<file path="config.mk">
export PLATFORM = sky130hd
export DESIGN_NAME = bht_update_scheduler
export DESIGN_NICKNAME = d
export VERILOG_FILES = /design/src/rtl/bht_update_scheduler.sv
export SDC_FILE = /design/constraint.sdc
export NUM_CORES = 1
export LEC_CHECK = 0
export CAP_MARGIN = 15
export CORE_MARGIN = 2
export CORE_UTILIZATION = 25
export CTS_CLUSTER_SIZE = 30
export DETAILED_ROUTE_END_ITERATION = 7
export PLACE_DENSITY = 0.42
export SETUP_SLACK_MARGIN = 0.02
export SLEW_MARGIN = 20
export SYNTH_ARGS = -nofsm -noshare
export SYNTH_HDL_FRONTEND = slang
export SYNTH_SLANG_ARGS = --single-unit
</file>
<file path="constraint.sdc">
create_clock -name clk -period 15 [get_ports clk]
set_input_delay 3 -clock clk [delete_from_list [all_inputs] [get_ports clk]]
set_output_delay 3 -clock clk [all_outputs]
set_load 0.02 [all_outputs]
</file>
<file path="src/rtl/bht_update_scheduler.sv">
// bht_update_scheduler: owns the BHT write port and arbitrates between the
// clearing sweeps (post-reset and invalidate-all) and EXE branch updates.
//
// Ports:
//   clk, rst         clock, synchronous active-high reset
//   upd_valid/ready  EXE update handshake; upd_pc/target/type/count payload
//   inv_req          single-cycle pulse, invalidate the whole table
//   wr_en, wr_*      BHT write strobe, address and entry fields
//   bht_valid        table contents trustworthy (IDLE only)
//   pending          update FIFO occupancy
module bht_update_scheduler #(
    parameter int DEPTH   = 4,
    parameter int INDEX_W = 7
) (
    input  logic                     clk,
    input  logic                     rst,
    input  logic                     upd_valid,
    input  logic [31:0]              upd_pc,
    input  logic [31:0]              upd_target,
    input  logic [1:0]               upd_type,
    input  logic [1:0]               upd_count,
    output logic                     upd_ready,
    input  logic                     inv_req,
    output logic                     wr_en,
    output logic [INDEX_W-1:0]       wr_index,
    output logic [29-INDEX_W:0]      wr_tag,
    output logic [31:0]              wr_target,
    output logic [1:0]               wr_type,
    output logic [1:0]               wr_count,
    output logic                     bht_valid,
    output logic [$clog2(DEPTH):0]   pending
);

    localparam int PW = $clog2(DEPTH);
    localparam int CW = PW + 1;
    localparam int TW = 30 - INDEX_W;
    localparam logic [INDEX_W-1:0] LAST = '1;

    typedef enum logic [1:0] {
        S_INIT,
        S_IDLE,
        S_SWEEP
    } state_t;

    typedef struct packed {
        logic [INDEX_W-1:0] idx;
        logic [TW-1:0]      tag;
        logic [31:0]        target;
        logic [1:0]         btype;
        logic [1:0]         count;
    } entry_t;

    state_t             state;
    state_t             state_nx;
    logic [INDEX_W-1:0] sweep_idx;
    logic [INDEX_W-1:0] sweep_nx;

    entry_t             mem [DEPTH];
    logic [PW-1:0]      rd_ptr;
    logic [PW-1:0]      wr_ptr;
    logic [PW-1:0]      new_ptr;
    logic [CW-1:0]      cnt;

    entry_t             upd_e;
    entry_t             wr_e;
    logic               sweeping;
    logic               fifo_empty;
    logic               accept;
    logic               pop;
    logic               bypass;
    logic               coal;
    logic               push;
    logic               unused;

    // Byte offset bits of the PC never reach the table.
    assign unused = ^upd_pc[1:0];

    assign upd_e.idx    = upd_pc[INDEX_W+1:2];
    assign upd_e.tag    = upd_pc[31:INDEX_W+2];
    assign upd_e.target = upd_target;
    assign upd_e.btype  = upd_type;
    assign upd_e.count  = upd_count;

    assign sweeping   = (state != S_IDLE);
    assign fifo_empty = (cnt == '0);
    assign new_ptr    = wr_ptr - 1'b1;

    // Ready looks only at registered occupancy, never at upd_valid.
    assign upd_ready = !rst && (cnt < CW'(DEPTH));
    assign accept    = upd_valid && upd_ready;

    assign pop    = !rst && !sweeping && !fifo_empty;
    assign bypass = accept && !sweeping && fifo_empty;

    // Merge into the newest entry unless it is leaving this cycle.
    assign coal = accept && !fifo_empty
               && (upd_e.idx == mem[new_ptr].idx)
               && !(pop && cnt == CW'(1));

    assign push = accept && !bypass && !coal;

    assign bht_valid = !rst && (state == S_IDLE);
    assign pending   = rst ? '0 : cnt;

    // Write-port arbitration: sweep, then FIFO head, then bypass.
    always_comb begin
        wr_en = 1'b0;
        wr_e  = upd_e;
        if (rst) begin
            wr_en = 1'b0;
        end else if (sweeping) begin
            wr_en        = 1'b1;
            wr_e.idx     = sweep_idx;
            wr_e.tag     = '0;
            wr_e.target  = '0;
            wr_e.btype   = 2'b00;
            wr_e.count   = 2'b01;
        end else if (!fifo_empty) begin
            wr_en = 1'b1;
            wr_e  = mem[rd_ptr];
        end else if (bypass) begin
            wr_en = 1'b1;
            wr_e  = upd_e;
        end
    end

    assign wr_index  = wr_e.idx;
    assign wr_tag    = wr_e.tag;
    assign wr_target = wr_e.target;
    assign wr_type   = wr_e.btype;
    assign wr_count  = wr_e.count;

    always_comb begin
        state_nx = state;
        sweep_nx = sweep_idx;
        unique case (state)
            S_INIT, S_SWEEP: begin
                if (inv_req) begin
                    sweep_nx = '0;
                end else if (sweep_idx == LAST) begin
                    state_nx = S_IDLE;
                    sweep_nx = '0;
                end else begin
                    sweep_nx = sweep_idx + 1'b1;
                end
            end
            S_IDLE: begin
                if (inv_req) begin
                    state_nx = S_SWEEP;
                    sweep_nx = '0;
                end
            end
            default: begin
                state_nx = S_INIT;
                sweep_nx = '0;
            end
        endcase
    end

    always_ff @(posedge clk) begin
        if (rst) begin
            state     <= S_INIT;
            sweep_idx <= '0;
        end else begin
            state     <= state_nx;
            sweep_idx <= sweep_nx;
        end
    end

    always_ff @(posedge clk) begin
        if (rst) begin
            rd_ptr <= '0;
            wr_ptr <= '0;
            cnt    <= '0;
        end else begin
            if (pop) begin
                rd_ptr <= rd_ptr + 1'b1;
            end
            if (push) begin
                wr_ptr <= wr_ptr + 1'b1;
            end
            cnt <= cnt + CW'(push) - CW'(pop);
        end
    end

    // Storage needs no reset: occupancy gates every read.
    always_ff @(posedge clk) begin
        if (push) begin
            mem[wr_ptr] <= upd_e;
        end else if (coal) begin
            mem[new_ptr] <= upd_e;
        end
    end

endmodule

</file>
== After elaboration in Yosys (flattened, before gate mapping) ==
Memory sizes are Yosys's and may differ from the RTL's. A register that Yosys moved wholly into a read port is not among the register bits.
Index checks and enable logic that the tools add are counted.
Operators by class
  add/sub/neg operators: 6
  bitwise gates (word level): 0
  reductions and logical operators: 24
  $mul: 0
  equality and inequality tests: 9
  magnitude comparators: 1
  shift operators: 0
  div/mod/pow operators: 0
  multiplexer cells: 26
Operator list (count)
  66-bit 2-to-1 mux: 4
  66-bit OR reduction: 1
  7-bit 2-to-1 mux: 3
  7-bit one-hot mux with 2 select lines: 1
  1-bit logical AND: 13
  2-bit 2-to-1 mux: 6
  1-bit 2-to-1 mux: 10
  7-bit by 1-bit adder with 7-bit output (second input constant): 1
  7-bit equality test: 1
  7-bit equality test (second input constant): 1
  1-bit logical NOT: 6
  2-bit inequality test (second input constant): 3
  2-bit by 1-bit adder with 2-bit output (second input constant): 2
  2-bit one-hot mux with 2 select lines: 1
  3-bit by 1-bit adder with 3-bit output: 1
  3-bit by 1-bit equality test with 1-bit output (second input constant): 1
  3-bit logical NOT: 1
  3-bit < comparator (second input constant): 1
  3-bit 2-to-1 mux: 1
  3-bit AND reduction: 1
  3-bit by 1-bit subtractor with 3-bit output: 1
  2-bit by 1-bit equality test with 1-bit output (second input constant): 1
  2-bit equality test (second input constant): 1
  2-bit logical NOT: 1
  other kinds (3): 3
Storage, ports and cells
  word-level logic and storage cells: 72
  bits in writable memories: 264
  register bits: 16
  latch bits: 0
  memories: 1
  output and inout port bits: 72
  bits in read-only memories: 0
Memories
  mem: words 4, width 66, rd ports 2, clocked after memory_dff 1, write ports 1, line 58  | entry_t mem [DEPTH];

== Logic depth before layout (Yosys ltp) ==
Gate-level depths: netlist of run 1.
  depth in word-level cells: 13
  depth in mapped cells: 15
  mapped depth without buffers: 13

== Least setup slack after synthesis of run 1 ==
Ideal clock, no wire load.
  path kind: input to register
  start point: input rst
  end point: memory mem[0][0] (netlist bit), enable pin
  setup slack: 5282 ps
  buffers on the path: 1
  data required time: 14429 ps
  stages on the path: 7
  data arrival time: 9146 ps
  cells stage by stage: clkbuf_1 nor2_1 nand2_1 or3_4 nor4_4 xor2_1 nor3_1
On the way
  longest elaborated chain between the ends: 12
  elaborated cells on any way between the ends: 24
  those cells by class: 7 x mux; 17 x reduce/logical
Ends and longest elaborated chain
  start, declared: line 16  | input logic rst,
  1-bit logical NOT *: line 89  | assign upd_ready = !rst && (cnt < CW'(DEPTH));
  1-bit logical AND *: line 89
  net upd_ready: line 22  | output logic upd_ready,
  1-bit logical AND *: line 90  | assign accept = upd_valid && upd_ready;
  1-bit logical AND, on equally long branches: line 93, 96
  1-bit logical AND, on equally long branches: line 93, 97
  1-bit logical NOT / 1-bit logical AND (equally long branches): line 100, 98
  1-bit logical AND / 1-bit logical NOT (equally long branches): line 100  | assign push = accept && !bypass && !coal;
  1-bit logical AND: line 100
  1-bit 2-to-1 mux: line 188  | if (push) begin
  1-bit 2-to-1 mux (not written as such): line 191  | mem[new_ptr] <= upd_e;
  66-bit OR reduction (no source line)
  2-bit 2-to-1 mux (no source line) / 1-bit 2-to-1 mux (equally long branches)
  end, declared: line 58
Mark *: on every way through the listed nets, which the timed path passes. The rest lies on a longest branch.

== Worst setup path in the final report of run 1 ==
  start point: input rst
  end point: output wr_index[5]
On the way
  longest elaborated chain between the ends: 1
Ends and longest elaborated chain
  66-bit 2-to-1 mux: line 109  | if (rst) begin
  end, declared: line 25  | output logic [INDEX_W-1:0] wr_index,
No other way between the ends.

==> flow_metrics.py, run 1 <==
metrics = {
    "layout": {
        "seq_area_sq_mm": 0.008295,
        "antenna_cells": 0,
        "fin_cells": 1333,
        "multi_input_area_sq_mm": 0.002915,
        "synthToLayoutAreaGrowth_pct": 28.17,
        "fin_nets": 796,
        "layout-drive-gt1-share_pct": 19.16,
        "nFillCells": 4206,
    },
    "hold_path": {
        "hold_class": "reg2reg",
    },
    "route": {
        "wl_per_cell_microns": 20.86,
        "first_pass_iters": 4,
        "drt_wl_total_microns": 27810,
        "dr_total_vias": 6104,
        "drtIter0Drc": 431,
        "ant_nets": 0,
        "routed_via_density": 4.579,
        "drc": 0,
    },
    "synthesis": {
        "post_synth_num_cell_types": 36,
        "synth_edf_count": 264,
        "synth_compound_area_share_pct": 6.123,
        "synth_top_family_by_area": "multiplexers",
        "ys_ff_latch": 282,
        "ys.flop_type": "edfxtp_1",
        "synth_xor_area_share_pct": 1.238,
        "avgSynthCellArea_sq_um": 19.93,
        "synth.area.mux_share_pct": 14.56,
        "yosys_warnings": 0,
        "yosys.area_share.simple_pct": 2.973,
        "syn_nets": 644,
        "yosys.area_share.adder_pct": 0.5084,
        "yosysSeqAreaShare_pct": 73.21,
        "syn_inst": 568,
        "syn_area_sq_mm": 0.01132,
        "ys_async_sr_fraction_pct": 0,
    },
    "floorplanning": {
        "start_util_pct": 25.49,
        "row_count": 77,
        "die_h_microns": 216.8,
        "dieArea_sq_mm": 0.04700,
        "chipWidth_microns": 216.8,
        "num_io_pins": 144,
        "core-area_sq_mm": 0.04441,
    },
    "pwr": {
        "p_int_mw": 1.394,
        "p_switching_mw": 0.3882,
        "p_leak_nw": 4.456,
        "ir_drop_mv": 0.06211,
        "p_comb_share_pct": 6.9,
        "powerDensity_mw_per_mm2": 122.8,
        "p_sw_share_pct": 21.79,
        "seqPwrFrac_pct": 50.0,
        "p_clk_share_pct": 43.2,
    },
    "timing": {
        "hold_viol": 0,
        "worst_slew_pin_slew_ns": 1.028,
        "tns_ns": 0,
        "finalCritPeriodShare_pct": 63.03,
        "worst_slack_ns": 5.546,
        "period_needed_ns": 9.454,
        "skew_ns": 0.01426,
        "clock.fmax_ghz": 0.1058,
        "setup_viol": 0,
        "max-slew-margin-rel_pct": 31.28,
        "slew_violations": 0,
        "rsz0062_at_grt": "no",
    },
    "clock_tree": {
        "tritoncts": "yes",
        "cts_max_level": 2,
        "clock_latency_ns": 0.54,
        "clockBufferDepth": 3,
        "cts_root_buffer": "clkbuf_16",
        "hold_buffers": 0,
        "numCtsBuffers": 34,
        "post_cts_buffers": 0,
        "cts_resized": 0,
        "cts.sinks": 282,
        "path_clk_slew_ns": 0.05,
    },
    "critical_path": {
        "cp_max_fo": 49,
        "worstSetupPathType": "in2out",
        "critPathRequiredTime_ns": 12.00,
        "crit_slowest_cell": "clkdlybuf4s50_1",
        "cp.arrival_ns": 6.45,
        "cpPeakStageDelay_ns": 1.15,
        "crit_chain": "clkdlybuf4s50_1 -> or2_2 -> buf_4 -> nand2_1 -> o21ai_0 -> clkdlybuf4s50_1",
        "end_kind": "output pin",
        "start_kind": "input pin",
        "cp_common_cell": "clkdlybuf4s50_1",
        "crit_family": "buffers and inverters",
        "critPathBufInv": 3,
    },
    "global_routing": {
        "antenna_found_initial": 2,
        "grt_pass1_wl_microns": 41700,
        "grt.total_usage_pct": 11.84,
        "grt_pass1_vias": 6626,
        "overflow": 0,
        "grt_max_degree": 62,
    },
    "place": {
        "hpwl_microns": 15750,
        "numPortBuffers": 141,
        "place_inst": 1276,
        "place.gp.congestion": 0.7097,
        "place_worst_setup_slack_ns": 5.512,
    },
    "run_status": {
        "status": "finished clean",
    },
    "flow_run": {
        "max-cap-violations": 0,
    },
}
[power groups by stage]
stage               clock network [mW]  logic (mW)  registers [mW]
CTS                              0.799       0.125           0.890
global placement                     0       0.122           0.905
floorplan                            0      0.0599           0.906
global route                     0.826       0.132           0.892
finish                           0.770       0.122           0.890
detailed placement                   0       0.124           0.907
[through the flow]
stage	total power, mW	utilization, %	hold WS [ns]	area, sq um
floorplan	0.9658	-	0.4584	11320
global placement	1.028	30.30	0.4932	13460
detailed placement	1.031	30.34	0.5235	13480
CTS	1.814	32.67	0.5424	14510
global route	1.850	32.67	0.5813	14510
finish	1.782	32.67	0.5419	14510
[logic make-up (layout without fill, tap and decap cells)]
| group | Yosys count | after routing |
|---|---|---|
| simple gates | 66 | 66 |
| compound gates | 87 | 87 |
| buf+inv | 40 | 213 |
| flops | 282 | 282 |
| xor+xnor | 16 | 16 |
| mux | 73 | 73 |
| fa+ha+maj | 4 | 4 |
[sequential cells by signal, summed over array words and instances, names as in the netlist, named ones only]
name	flops
wr_ptr	2
state	2
cnt	3
sweep_idx	7
rd_ptr	2
mem	264
[worst min-delay path, delay by kind of cell, from the launching register on]
family / cells / cell delay (ns)
xor gates and xnor gates: 1 / 0.07
DFF: 1 / 0.32
and+or+nand+nor: 1 / 0.11
[metal layers]
layer	up-vias	part of all wire [%]	global-route usage, %
li1	2679	-	-
met5	-	0.097	0
met2	164	49	19.58
met4	4	2.2	4.201
met3	43	5.6	3.005
met1	3214	43	15.09
[layout make-up]
cell class                 instances  share of cell area (%)
sequential                       282                   57.17
multi-input combinational        246                   20.09
timing repair buffer             153                   10.43
clock buffer                      40                   6.019
tap                              592                   5.105
clock inverter                    17                   1.104
inverter                           3                 0.07761
[cells in the mapped netlist (all sizes together) (2+ instances only)]
master | count | area (sq um)
nand2 | 14 | 52.55
a21oi | 7 | 35.03
nor4 | 2 | 27.53
o21ai | 9 | 45.04
or3 | 2 | 17.52
buf | 11 | 48.80
or2 | 2 | 12.51
nand2b | 2 | 12.51
edfxtp | 264 | 7928
inv | 3 | 11.26
nand3 | 3 | 15.01
nor2b | 6 | 37.54
nor3 | 6 | 30.03
mux4 | 73 | 1648
ha | 3 | 37.54
clkbuf | 26 | 97.59
xor2 | 8 | 70.07
a22o | 58 | 508.0
nand3b | 2 | 15.01
dfxtp | 18 | 360.4
a22oi | 9 | 67.56
nor2 | 23 | 86.33
xnor2 | 8 | 70.07
[layout by cell type, fill, tap and decap left out, types with 2 or more instances in the layout]
master	Yosys	routed
a21oi_1	7	5
a21oi_4	0	2
a22o_1	58	58
a22oi_1	9	9
buf_4	0	11
bufinv_16	0	2
clkbuf_1	26	6
clkbuf_16	0	34
clkdlybuf4s50_1	0	141
clkinv_1	0	5
clkinv_2	0	3
clkinv_4	0	2
clkinvlp_4	0	2
dfxtp_1	18	16
dfxtp_4	0	2
edfxtp_1	264	264
ha_1	3	3
inv_1	3	3
inv_6	0	2
mux4_2	72	72
nand2_1	14	14
nand2b_1	2	2
nand3_1	3	3
nand3b_1	2	2
nor2_1	23	22
nor2b_1	6	6
nor3_1	6	4
nor3_2	0	2
o21ai_0	9	9
or2_2	2	2
xnor2_1	8	8
xor2_1	8	8
[final timing paths]
| kind | slack (ns) | startpoint | end | depth (start not counted) |
|---|---|---|---|---|
| max | 5.55 | rst | wr_index[5] | 6 |
| min | 0.54 | rd_ptr[1] | rd_ptr[1] | 2 |
| max reg2reg | 10.54 | wr_ptr[1] | mem[0][23] | 8 |
| min reg2reg | 0.54 | rd_ptr[1] | rd_ptr[1] | 2 |
No activity file was read; power rests on OpenSTA's default activity.
==> run 2: changes to the inputs <==
clock period = 8.7 ns   (was 15 ns; I/O delays follow)
==> flow_metrics.py, run 2 (synthesized netlist as in run 1, its figures left out) <==
metrics = {
    "flow_run": {
        "max-cap-violations": 0,
    },
    "floorplanning": {
        "start_util_pct": 25.49,
        "core-area_sq_mm": 0.04441,
        "die_h_microns": 216.8,
        "num_io_pins": 144,
        "dieArea_sq_mm": 0.04700,
        "chipWidth_microns": 216.8,
        "row_count": 77,
    },
    "layout": {
        "seq_area_sq_mm": 0.008295,
        "multi_input_area_sq_mm": 0.002915,
        "fin_nets": 798,
        "layout-drive-gt1-share_pct": 19.30,
        "regMostFlops": "mem",
        "mostFrequentLayoutCells": "edfxtp_1, clkdlybuf4s50_1, mux4_2, a22o_1, clkbuf_16",
        "antenna_cells": 0,
        "synthToLayoutAreaGrowth_pct": 28.81,
        "layout_commonest_cell": "edfxtp_1",
        "largest_register_ffs": 264,
        "nFillCells": 4219,
        "reg_top3": "mem: 264 flops, sweep_idx: 7 flops, cnt: 3 flops",
        "fin_cells": 1338,
    },
    "place": {
        "place_inst": 1278,
        "numPortBuffers": 141,
        "hpwl_microns": 16000,
        "place.gp.congestion": 0.7423,
        "place_worst_setup_slack_ns": 2.238,
    },
    "clock_tree": {
        "numCtsBuffers": 34,
        "cts.sinks": 282,
        "tritoncts": "yes",
        "clock_latency_ns": 0.52,
        "clockBufferDepth": 3,
        "cts_max_level": 2,
        "post_cts_buffers": 0,
        "cts_resized": 0,
        "cts_root_buffer": "clkbuf_16",
        "hold_buffers": 0,
        "path_clk_slew_ns": 0.06,
    },
    "timing": {
        "period_needed_ns": 6.395,
        "tns_ns": 0,
        "worst_slew_pin_slew_ns": 0.9496,
        "worst_slack_ns": 2.305,
        "hold_viol": 0,
        "slew_violations": 0,
        "max-slew-margin-rel_pct": 36.55,
        "setup_viol": 0,
        "clock.fmax_ghz": 0.1564,
        "rsz0062_at_grt": "no",
        "finalCritPeriodShare_pct": 73.50,
        "skew_ns": 0.01102,
    },
    "pwr": {
        "p_comb_share_pct": 6.8,
        "power_mw": 3.107,
        "p_int_mw": 2.450,
        "seqPwrFrac_pct": 49.4,
        "powerDensity_mw_per_mm2": 213.1,
        "p_sw_share_pct": 21.15,
        "ir_drop_mv": 0.1129,
        "p_clk_share_pct": 43.8,
        "p_switching_mw": 0.6571,
        "p_leak_nw": 4.500,
    },
    "global_routing": {
        "grt_pass1_vias": 6783,
        "grt_pass1_wl_microns": 42250,
        "overflow": 0,
        "antenna_found_initial": 2,
        "grt_max_degree": 67,
        "grt.total_usage_pct": 11.96,
    },
    "route": {
        "drt_wl_total_microns": 27720,
        "routed_via_density": 4.566,
        "wl_per_cell_microns": 20.72,
        "first_pass_iters": 5,
        "ant_nets": 0,
        "drtIter0Drc": 441,
        "drc": 0,
        "dr_total_vias": 6109,
    },
    "critical_path": {
        "cp.arrival_ns": 4.65,
        "rr_startpoint": "wr_ptr[1]",
        "worstSetupStartpoint": "rst",
        "critPathRequiredTime_ns": 6.96,
        "end_kind": "output pin",
        "cp_max_fo": 32,
        "worstSetupPathType": "in2out",
        "start_kind": "input pin",
    },
    "run_status": {
        "status": "finished clean",
    },
    "hold_path": {
        "hold_class": "reg2reg",
        "worstHoldStart": "sweep_idx[6]",
    },
}
[run 2: worst paths after layout]
| kind | depth (start not counted) | slack (ns) | to |
|---|---|---|---|
| min reg2reg | 2 | 0.52 | sweep_idx[6] |
| min | 2 | 0.52 | sweep_idx[6] |
| max | 6 | 2.31 | wr_type[1] |
| max reg2reg | 7 | 4.26 | mem[1][53] |
[run 2: layout make-up]
| class | instances | area share (%) |
|---|---|---|
| inverters | 3 | 0.07722 |
| well taps | 592 | 5.079 |
| flip-flops and latches | 282 | 56.89 |
| clock inverters | 19 | 0.9524 |
| multi-input cells | 246 | 19.99 |
| clock buffers | 41 | 6.452 |
| repair buffers | 155 | 10.56 |
[run 2: per-stage QoR]
stage / util [%] / area (sq um) / hold slack, ns
finish: 32.83 / 14580 / 0.5161
global route: 32.83 / 14580 / 0.5624
detailed placement: 30.40 / 13500 / 0.5008
floorplan: - / 11320 / 0.4584
global placement: 30.33 / 13470 / 0.4893
CTS: 32.83 / 14580 / 0.5152
[run 2: metal layers]
metal	global-route usage, %	up-vias	wire length [microns]
met5	0	-	25
met4	3.219	4	531
met3	3.298	40	1470
met2	19.66	143	13550
met1	15.56	3241	12140
li1	-	2681	-
[run 2: worst max-delay path: stages]
cell	delay, ns
clkdlybuf4s50_1	0.46
buf_4	0.28
or2_2	0.75
buf_4	0.43
a22o_1	0.31
clkdlybuf4s50_1	0.65
[run 2: power groups by stage]
stage / Sequential [mW] / Clock (mW) / Combinational, mW
finish: 1.53 / 1.36 / 0.211
global route: 1.54 / 1.46 / 0.229
detailed placement: 1.56 / 0 / 0.215
floorplan: 1.56 / 0 / 0.103
global placement: 1.56 / 0 / 0.211
CTS: 1.54 / 1.41 / 0.217
